--- src/rtl/dbi_frame_scheduler_if.sv ---
// Handshake bundle between the frame scheduler and the DBI TX path:
// the three command streams plus the monitored pixel byte handshake.
interface dbi_frame_scheduler_if #(
    parameter int DBI_IF_D_W = 8
);
    logic [DBI_IF_D_W-1:0] tx_type_o;
    logic                  tx_type_vld_o;
    logic                  tx_type_rdy_i;
    logic [DBI_IF_D_W-1:0] tx_com_o;
    logic                  tx_com_vld_o;
    logic                  tx_com_rdy_i;
    logic [DBI_IF_D_W-1:0] tx_data_o;
    logic                  tx_data_vld_o;
    logic                  tx_data_rdy_i;
    logic                  pxl_vld_i;
    logic                  pxl_rdy_i;
    logic                  pxl_stream_en_o;

    modport master (
        output tx_type_o, tx_type_vld_o,
        input  tx_type_rdy_i,
        output tx_com_o, tx_com_vld_o,
        input  tx_com_rdy_i,
        output tx_data_o, tx_data_vld_o,
        input  tx_data_rdy_i,
        input  pxl_vld_i, pxl_rdy_i,
        output pxl_stream_en_o
    );

    modport slave (
        input  tx_type_o, tx_type_vld_o,
        output tx_type_rdy_i,
        input  tx_com_o, tx_com_vld_o,
        output tx_com_rdy_i,
        input  tx_data_o, tx_data_vld_o,
        output tx_data_rdy_i,
        output pxl_vld_i, pxl_rdy_i,
        input  pxl_stream_en_o
    );
endinterface

--- src/rtl/dbi_frame_scheduler.sv ---
// Frame sequencer for the DBI TX path: emits the 0x2A/0x2B window
// transactions, opens the pixel stream and closes it after the window's bytes.
module dbi_frame_scheduler #(
    parameter int DBI_IF_D_W    = 8,
    parameter int COORD_W       = 16,
    parameter int BYTES_PER_PXL = 2,
    parameter int BYTE_CNT_W    = 32,
    parameter int REFRESH_W     = 32
) (
    input  logic                 clk,
    input  logic                 rst,
    input  logic [COORD_W-1:0]   x_start_i,
    input  logic [COORD_W-1:0]   x_end_i,
    input  logic [COORD_W-1:0]   y_start_i,
    input  logic [COORD_W-1:0]   y_end_i,
    input  logic                 frame_start_i,
    input  logic                 auto_refresh_en_i,
    input  logic [REFRESH_W-1:0] refresh_period_i,
    dbi_frame_scheduler_if.master bus,
    output logic                 busy_o,
    output logic                 frame_done_o,
    output logic                 win_err_o
);

    typedef enum logic [3:0] {
        IDLE, CALC, CA_TYPE, CA_COM, CA_DATA,
        RA_TYPE, RA_COM, RA_DATA, STREAM, DONE
    } state_t;

    localparam logic [DBI_IF_D_W-1:0] TYPE_WR4 = DBI_IF_D_W'(8'h10);
    localparam logic [DBI_IF_D_W-1:0] CMD_CASET = DBI_IF_D_W'(8'h2A);
    localparam logic [DBI_IF_D_W-1:0] CMD_RASET = DBI_IF_D_W'(8'h2B);

    state_t                  state_q, state_d;
    logic                    pending_q, pending_d;
    logic [REFRESH_W-1:0]    refresh_cnt_q, refresh_cnt_d;
    logic [COORD_W-1:0]      xs_q, xs_d, xe_q, xe_d, ys_q, ys_d, ye_q, ye_d;
    logic [BYTE_CNT_W-1:0]   total_q, total_d;
    logic [BYTE_CNT_W-1:0]   byte_cnt_q, byte_cnt_d;
    logic [1:0]              beat_q, beat_d;
    logic [DBI_IF_D_W-1:0]   tx_type_q, tx_type_d;
    logic                    tx_type_vld_q, tx_type_vld_d;
    logic [DBI_IF_D_W-1:0]   tx_com_q, tx_com_d;
    logic                    tx_com_vld_q, tx_com_vld_d;
    logic [DBI_IF_D_W-1:0]   tx_data_q, tx_data_d;
    logic                    tx_data_vld_q, tx_data_vld_d;
    logic                    stream_en_q, stream_en_d;
    logic                    busy_q, busy_d;
    logic                    frame_done_q, frame_done_d;
    logic                    win_err_q, win_err_d;

    logic refresh_on, refresh_tick, start_req, win_bad;
    logic type_hs, com_hs, data_hs, pxl_hs, last_beat, last_pxl;
    logic [BYTE_CNT_W-1:0] width_px, height_px;

    function automatic logic [DBI_IF_D_W-1:0] coord_byte(
        input logic [COORD_W-1:0] first,
        input logic [COORD_W-1:0] last,
        input logic [1:0]         beat
    );
        logic [DBI_IF_D_W-1:0] b;
        case (beat)
            2'd0:    b = first[COORD_W-1 -: DBI_IF_D_W];
            2'd1:    b = first[DBI_IF_D_W-1:0];
            2'd2:    b = last[COORD_W-1 -: DBI_IF_D_W];
            default: b = last[DBI_IF_D_W-1:0];
        endcase
        return b;
    endfunction

    // Truncated products are congruent mod 2^BYTE_CNT_W, so working at that width is exact.
    assign width_px  = BYTE_CNT_W'(xe_q) - BYTE_CNT_W'(xs_q) + BYTE_CNT_W'(1);
    assign height_px = BYTE_CNT_W'(ye_q) - BYTE_CNT_W'(ys_q) + BYTE_CNT_W'(1);

    assign refresh_on   = auto_refresh_en_i && (refresh_period_i != '0);
    assign refresh_tick = refresh_on && (refresh_cnt_q >= refresh_period_i - REFRESH_W'(1));
    assign start_req    = frame_start_i || refresh_tick;
    assign win_bad      = (x_end_i < x_start_i) || (y_end_i < y_start_i);

    assign type_hs   = tx_type_vld_q && bus.tx_type_rdy_i;
    assign com_hs    = tx_com_vld_q && bus.tx_com_rdy_i;
    assign data_hs   = tx_data_vld_q && bus.tx_data_rdy_i;
    assign pxl_hs    = bus.pxl_vld_i && bus.pxl_rdy_i && stream_en_q;
    assign last_beat = data_hs && (beat_q == 2'd3);
    assign last_pxl  = pxl_hs && (byte_cnt_q == total_q - BYTE_CNT_W'(1));

    always_comb begin
        state_d       = state_q;
        pending_d     = pending_q;
        refresh_cnt_d = (!refresh_on || refresh_tick) ? '0 : refresh_cnt_q + REFRESH_W'(1);
        xs_d          = xs_q;
        xe_d          = xe_q;
        ys_d          = ys_q;
        ye_d          = ye_q;
        total_d       = total_q;
        byte_cnt_d    = byte_cnt_q;
        beat_d        = beat_q;
        tx_type_d     = tx_type_q;
        tx_com_d      = tx_com_q;
        tx_data_d     = tx_data_q;
        tx_type_vld_d = 1'b0;
        tx_com_vld_d  = 1'b0;
        tx_data_vld_d = 1'b0;
        stream_en_d   = 1'b0;
        win_err_d     = 1'b0;

        case (state_q)
            IDLE: begin
                if (start_req || pending_q) begin
                    pending_d = 1'b0;
                    if (win_bad) begin
                        win_err_d = 1'b1;
                    end else begin
                        xs_d    = x_start_i;
                        xe_d    = x_end_i;
                        ys_d    = y_start_i;
                        ye_d    = y_end_i;
                        state_d = CALC;
                    end
                end
            end
            CALC: begin
                total_d    = width_px * height_px * BYTE_CNT_W'(BYTES_PER_PXL);
                byte_cnt_d = '0;
                beat_d     = 2'd0;
                state_d    = CA_TYPE;
            end
            CA_TYPE, RA_TYPE: begin
                tx_type_d     = TYPE_WR4;
                tx_type_vld_d = !type_hs;
                if (type_hs) state_d = (state_q == CA_TYPE) ? CA_COM : RA_COM;
            end
            CA_COM, RA_COM: begin
                tx_com_d     = (state_q == CA_COM) ? CMD_CASET : CMD_RASET;
                tx_com_vld_d = !com_hs;
                if (com_hs) state_d = (state_q == CA_COM) ? CA_DATA : RA_DATA;
            end
            CA_DATA, RA_DATA: begin
                if (data_hs) beat_d = beat_q + 2'd1;
                tx_data_vld_d = !last_beat;
                if (!last_beat) begin
                    tx_data_d = (state_q == CA_DATA) ? coord_byte(xs_q, xe_q, beat_d)
                                                     : coord_byte(ys_q, ye_q, beat_d);
                end else begin
                    state_d = (state_q == CA_DATA) ? RA_TYPE : STREAM;
                end
            end
            STREAM: begin
                stream_en_d = !last_pxl;
                if (pxl_hs) byte_cnt_d = byte_cnt_q + BYTE_CNT_W'(1);
                if (last_pxl) state_d = DONE;
            end
            DONE: begin
                byte_cnt_d = '0;
                state_d    = IDLE;
            end
            default: state_d = IDLE;
        endcase

        // Only one request can wait behind the running frame.
        if (state_q != IDLE && start_req) pending_d = 1'b1;

        busy_d       = (state_d != IDLE);
        frame_done_d = (state_d == DONE);
    end

    always_ff @(posedge clk) begin
        if (rst) begin
            state_q       <= IDLE;
            pending_q     <= 1'b0;
            refresh_cnt_q <= '0;
            xs_q          <= '0;
            xe_q          <= '0;
            ys_q          <= '0;
            ye_q          <= '0;
            total_q       <= '0;
            byte_cnt_q    <= '0;
            beat_q        <= 2'd0;
            tx_type_q     <= '0;
            tx_type_vld_q <= 1'b0;
            tx_com_q      <= '0;
            tx_com_vld_q  <= 1'b0;
            tx_data_q     <= '0;
            tx_data_vld_q <= 1'b0;
            stream_en_q   <= 1'b0;
            busy_q        <= 1'b0;
            frame_done_q  <= 1'b0;
            win_err_q     <= 1'b0;
        end else begin
            state_q       <= state_d;
            pending_q     <= pending_d;
            refresh_cnt_q <= refresh_cnt_d;
            xs_q          <= xs_d;
            xe_q          <= xe_d;
            ys_q          <= ys_d;
            ye_q          <= ye_d;
            total_q       <= total_d;
            byte_cnt_q    <= byte_cnt_d;
            beat_q        <= beat_d;
            tx_type_q     <= tx_type_d;
            tx_type_vld_q <= tx_type_vld_d;
            tx_com_q      <= tx_com_d;
            tx_com_vld_q  <= tx_com_vld_d;
            tx_data_q     <= tx_data_d;
            tx_data_vld_q <= tx_data_vld_d;
            stream_en_q   <= stream_en_d;
            busy_q        <= busy_d;
            frame_done_q  <= frame_done_d;
            win_err_q     <= win_err_d;
        end
    end

    assign bus.tx_type_o       = tx_type_q;
    assign bus.tx_type_vld_o   = tx_type_vld_q;
    assign bus.tx_com_o        = tx_com_q;
    assign bus.tx_com_vld_o    = tx_com_vld_q;
    assign bus.tx_data_o       = tx_data_q;
    assign bus.tx_data_vld_o   = tx_data_vld_q;
    assign bus.pxl_stream_en_o = stream_en_q;
    assign busy_o              = busy_q;
    assign frame_done_o        = frame_done_q;
    assign win_err_o           = win_err_q;

endmodule

--- src/flat_wrapper.sv ---
// flat-port wrapper written by rule: the top's interface ports become plain ports
module dbi_frame_scheduler_flat 
#(
    parameter int DBI_IF_D_W    = 8,
    parameter int COORD_W       = 16,
    parameter int BYTES_PER_PXL = 2,
    parameter int BYTE_CNT_W    = 32,
    parameter int REFRESH_W     = 32
)
  (clk, rst, x_start_i, x_end_i, y_start_i, y_end_i, frame_start_i, auto_refresh_en_i, refresh_period_i, busy_o, frame_done_o, win_err_o, bus_tx_type_o, bus_tx_type_vld_o, bus_tx_type_rdy_i, bus_tx_com_o, bus_tx_com_vld_o, bus_tx_com_rdy_i, bus_tx_data_o, bus_tx_data_vld_o, bus_tx_data_rdy_i, bus_pxl_vld_i, bus_pxl_rdy_i, bus_pxl_stream_en_o);
  dbi_frame_scheduler_if #(.DBI_IF_D_W(DBI_IF_D_W)) bus_i ();
  input  logic clk;
  input  logic rst;
  input  logic [COORD_W-1:0] x_start_i;
  input  logic [COORD_W-1:0] x_end_i;
  input  logic [COORD_W-1:0] y_start_i;
  input  logic [COORD_W-1:0] y_end_i;
  input  logic frame_start_i;
  input  logic auto_refresh_en_i;
  input  logic [REFRESH_W-1:0] refresh_period_i;
  output logic busy_o;
  output logic frame_done_o;
  output logic win_err_o;
  output wire logic [$bits(bus_i.tx_type_o)-1:0] bus_tx_type_o;
  output wire logic [$bits(bus_i.tx_type_vld_o)-1:0] bus_tx_type_vld_o;
  input wire logic [$bits(bus_i.tx_type_rdy_i)-1:0] bus_tx_type_rdy_i;
  output wire logic [$bits(bus_i.tx_com_o)-1:0] bus_tx_com_o;
  output wire logic [$bits(bus_i.tx_com_vld_o)-1:0] bus_tx_com_vld_o;
  input wire logic [$bits(bus_i.tx_com_rdy_i)-1:0] bus_tx_com_rdy_i;
  output wire logic [$bits(bus_i.tx_data_o)-1:0] bus_tx_data_o;
  output wire logic [$bits(bus_i.tx_data_vld_o)-1:0] bus_tx_data_vld_o;
  input wire logic [$bits(bus_i.tx_data_rdy_i)-1:0] bus_tx_data_rdy_i;
  input wire logic [$bits(bus_i.pxl_vld_i)-1:0] bus_pxl_vld_i;
  input wire logic [$bits(bus_i.pxl_rdy_i)-1:0] bus_pxl_rdy_i;
  output wire logic [$bits(bus_i.pxl_stream_en_o)-1:0] bus_pxl_stream_en_o;
  assign bus_tx_type_o = bus_i.tx_type_o;
  assign bus_tx_type_vld_o = bus_i.tx_type_vld_o;
  assign bus_i.tx_type_rdy_i = bus_tx_type_rdy_i;
  assign bus_tx_com_o = bus_i.tx_com_o;
  assign bus_tx_com_vld_o = bus_i.tx_com_vld_o;
  assign bus_i.tx_com_rdy_i = bus_tx_com_rdy_i;
  assign bus_tx_data_o = bus_i.tx_data_o;
  assign bus_tx_data_vld_o = bus_i.tx_data_vld_o;
  assign bus_i.tx_data_rdy_i = bus_tx_data_rdy_i;
  assign bus_i.pxl_vld_i = bus_pxl_vld_i;
  assign bus_i.pxl_rdy_i = bus_pxl_rdy_i;
  assign bus_pxl_stream_en_o = bus_i.pxl_stream_en_o;
  dbi_frame_scheduler #(.DBI_IF_D_W(DBI_IF_D_W), .COORD_W(COORD_W), .BYTES_PER_PXL(BYTES_PER_PXL), .BYTE_CNT_W(BYTE_CNT_W), .REFRESH_W(REFRESH_W)) u_core (.clk(clk), .rst(rst), .x_start_i(x_start_i), .x_end_i(x_end_i), .y_start_i(y_start_i), .y_end_i(y_end_i), .frame_start_i(frame_start_i), .auto_refresh_en_i(auto_refresh_en_i), .refresh_period_i(refresh_period_i), .bus(bus_i), .busy_o(busy_o), .frame_done_o(frame_done_o), .win_err_o(win_err_o));
endmodule
--- config.mk ---
export PLATFORM = sky130hd
export DESIGN_NAME = dbi_frame_scheduler_flat
export DESIGN_NICKNAME = d
export VERILOG_FILES = /design/src/rtl/dbi_frame_scheduler_if.sv /design/src/rtl/dbi_frame_scheduler.sv /design/src/flat_wrapper.sv
export SDC_FILE = /design/constraint.sdc
export NUM_CORES = 1
export LEC_CHECK = 0
export CAP_MARGIN = 0
export CORE_MARGIN = 5
export CORE_UTILIZATION = 51
export DETAILED_ROUTE_END_ITERATION = 7
export DONT_BUFFER_PORTS = 1
export PLACE_DENSITY_LB_ADDON = 0.15
export SKIP_CTS_REPAIR_TIMING = 1
export SKIP_LAST_GASP = 1
export SYNTH_ARGS = -nofsm -noshare
export SYNTH_HDL_FRONTEND = slang
export SYNTH_SLANG_ARGS = --single-unit
--- constraint.sdc ---
create_clock -name clk -period 24.9 [get_ports clk]
set_input_delay 2.49 -clock clk [delete_from_list [all_inputs] [get_ports clk]]
set_output_delay 2.49 -clock clk [all_outputs]
set_load 0.01 [all_outputs]
==> impl_metrics.ini <==
[run_status]
status = completed

[sta]
fmax_ghz = 0.08802
rsz0062_at_grt = false
finalHoldViolCount = 0
worstMarginPinSlew_ps = 1229
final.period_utilization_pct = 45.63
finalSetupViolations = 0
fin_crit_ps = 11360
hold_slack_ps = 481.8
setup-tns-final_ps = 0
drv_slew = 0
maxSlewHeadroom_pct = 18.07
fin_skew_ps = 19.54

[route]
drtIter0Drc = 1503
avgViaCountPerCell = 5.582
dr_wl_met2_um = 34810
post_drt_wl_per_cell_um = 19.07
wl_met1_um = 32010
drtPass1Iterations = 5
routed_wl_um = 74950
drc = 0
topRoutingLayerUsed = met4
final_antenna_net_count = 0
wl_met3_um = 5215
num_vias = 21936

[placement]
gp_congestion = 0.9289
dpl.hpwl_um = 61230
dp.cells = 3897
port_buffers = 0

[die]
core_um2 = 52660
pin_count = 136
die_area_um2 = 57930
start_util_pct = 51.54
dieWidth_um = 240.7
fp.dieH_um = 240.7
rows = 84

[synthesis]
yosysTopAreaCell = fa_1
yosysUniqueCellTypes = 84
yosysMostFrequentCell = inv_1
ys.flop_type = dfxtp_1
yosys_warnings = 0
syn_area_um2 = 27140
syn_area_per_cell_um2 = 8.226
ys_seq_elements = 184
synth_edf_count = 0
synthArstFlopShare_pct = 0
synth_commonest_cells = 529 x inv_1, 382 x fa_1, 376 x nor2_1
yosys-top-cells-area = fa_1 28%, dfxtp_1 14%, ha_1 10%
syn_inst = 3299
seq_area_frac_synth_pct = 13.57
synth_top_area_share_pct = 28.18

[setup_path]
path_class = register to register
crit_start = u_core.xe_q[0]
crit_path_end_kind = register
critPathMaxStageDelay_ps = 900
setup.worst_path.start_class = register
r2r-start = u_core.xe_q[0]
critPathTopFamily = adder cells
worstPathArrival_ps = 11790
critPathSlowestCell = o21bai_2
critical_path_buf_inv_count = 7
crit_required_ps = 25330
cpMostUsedCell = fa_1
critPathMaxFanout = 27

[cells_and_area]
multiInputGateArea_um2 = 21030
final_util_pct = 54.16
regArea_um2 = 3684
drive_gt1_share_pct = 4.042
layout.nets = 3937
nFillCells = 4927
fin_cells = 3930
area_growth_pct = 5.090

[clocking]
insertion_delay_ps = 490
tritoncts = done
cts-root-buf = clkbuf_16
clk_pin_slew_ps = 90
cts.sinks = 184
cts-htree-levels = 4
cts_made_buffers = 17
cts_max_path_buffers = 2

[global_route]
first_global_vias = 22536
grt_max_degree = 115
overflow = 0
grt_usage_pct = 26.20
grt_pass1_wl_um = 120200
antenna_found_initial = 1

[job]
drv_cap = 0

[hold_path]
hp-start = u_core.total_q[12]
hold_class = register to register
==> sequential cells by signal, indices dropped and copies added (netlist names) <==
register and flops:
u_core.xs_q 16, u_core.total_q 31, u_core.byte_cnt_q 32, u_core.ys_q 16
u_core.bus.tx_type_o 1, u_core.state_q 4, u_core.bus.pxl_stream_en_o 1, u_core.busy_o 1
u_core.beat_q 2, u_core.refresh_cnt_q 32, u_core.frame_done_o 1, u_core.bus.tx_type_vld_o 1
u_core.bus.tx_com_vld_o 1, u_core.bus.tx_data_o 8, u_core.bus.tx_com_o 2, u_core.ye_q 16
u_core.xe_q 16, u_core.pending_q 1, u_core.win_err_o 1, u_core.bus.tx_data_vld_o 1
==> cells by family (layout without fill, tap and decap cells) <==
kind of cell	after synthesis	count (layout)	share of synthesized area, %
other cells	1	12	0.01382
simple gates	1075	1075	17.93
xor+xnor	286	286	9.571
mux	12	12	0.7699
compound gates	459	459	10.16
buf+inv	678	610	9.571
fa+ha+maj	604	604	38.41
flops	184	184	13.57
==> placed cells by master (no fill, tap or decap), types with 14 or more instances in the layout <==
cell type,count
nor4_1,15
dfxtp_1,184
nor3_1,44
a21oi_1,170
ha_1,222
inv_1,529
buf_4,46
clkbuf_16,17
xnor2_1,159
a31oi_1,17
and3_1,23
nand4_1,33
nand2_1,343
nand2b_1,18
nor2_1,376
a21o_1,43
nor2b_1,24
fa_1,382
o21a_1,14
nand3_1,104
o21ai_0,120
xor2_1,105
or3_1,14
and2_1,28
==> path summary, 6_finish.rpt <==
check | end | slack (ps) | depth (start not counted)
worst min-delay path | u_core.total_q[12] | 480 | 2
worst max register to register | u_core.total_q[31] | 13540 | 38
worst min register to register | u_core.total_q[12] | 480 | 2
worst max-delay path | u_core.total_q[31] | 13540 | 38
==> worst register-to-register path: cells and delay by family, from the launching register on <==
family                   cells  cell delay, ps
XOR/XNOR                     2             530
buffers and inverters        7             880
AO/OA/AOI/OAI               12            2930
adder cells (fa/ha/maj)     10            4430
flip-flops                   1             340
AND/OR/NAND/NOR              7            2180
==> metal layers <==
metal  vias up  GRT usage (%)
li1      10319              -
met1     10678          35.27
met2       785          43.03
met3       154          4.479
met4         0          9.285
met5         -              0
==> layout make-up <==
type / count / area share (%)
sequential: 184 / 12.92
clock inverter: 15 / 0.6274
timing repair buffer: 46 / 1.211
inverter: 532 / 7.002
tap: 688 / 3.018
clock buffer: 17 / 1.492
antenna: 1 / 0.008774
multi-input combinational: 2447 / 73.73
==> per-stage QoR <==
| step | cell area (µm²) | worst slack, ps |
|---|---|---|
| finish | 28520 | 13540 |
| global route | 28520 | 12960 |
| CTS | 28520 | 13580 |
| detailed placement | 27910 | 13570 |
| global placement | 27910 | 13750 |
| floorplan | 27180 | 14520 |
Power is not shown: default switching activity piles up to over one toggle a cycle in this logic, so the estimate is an artifact.
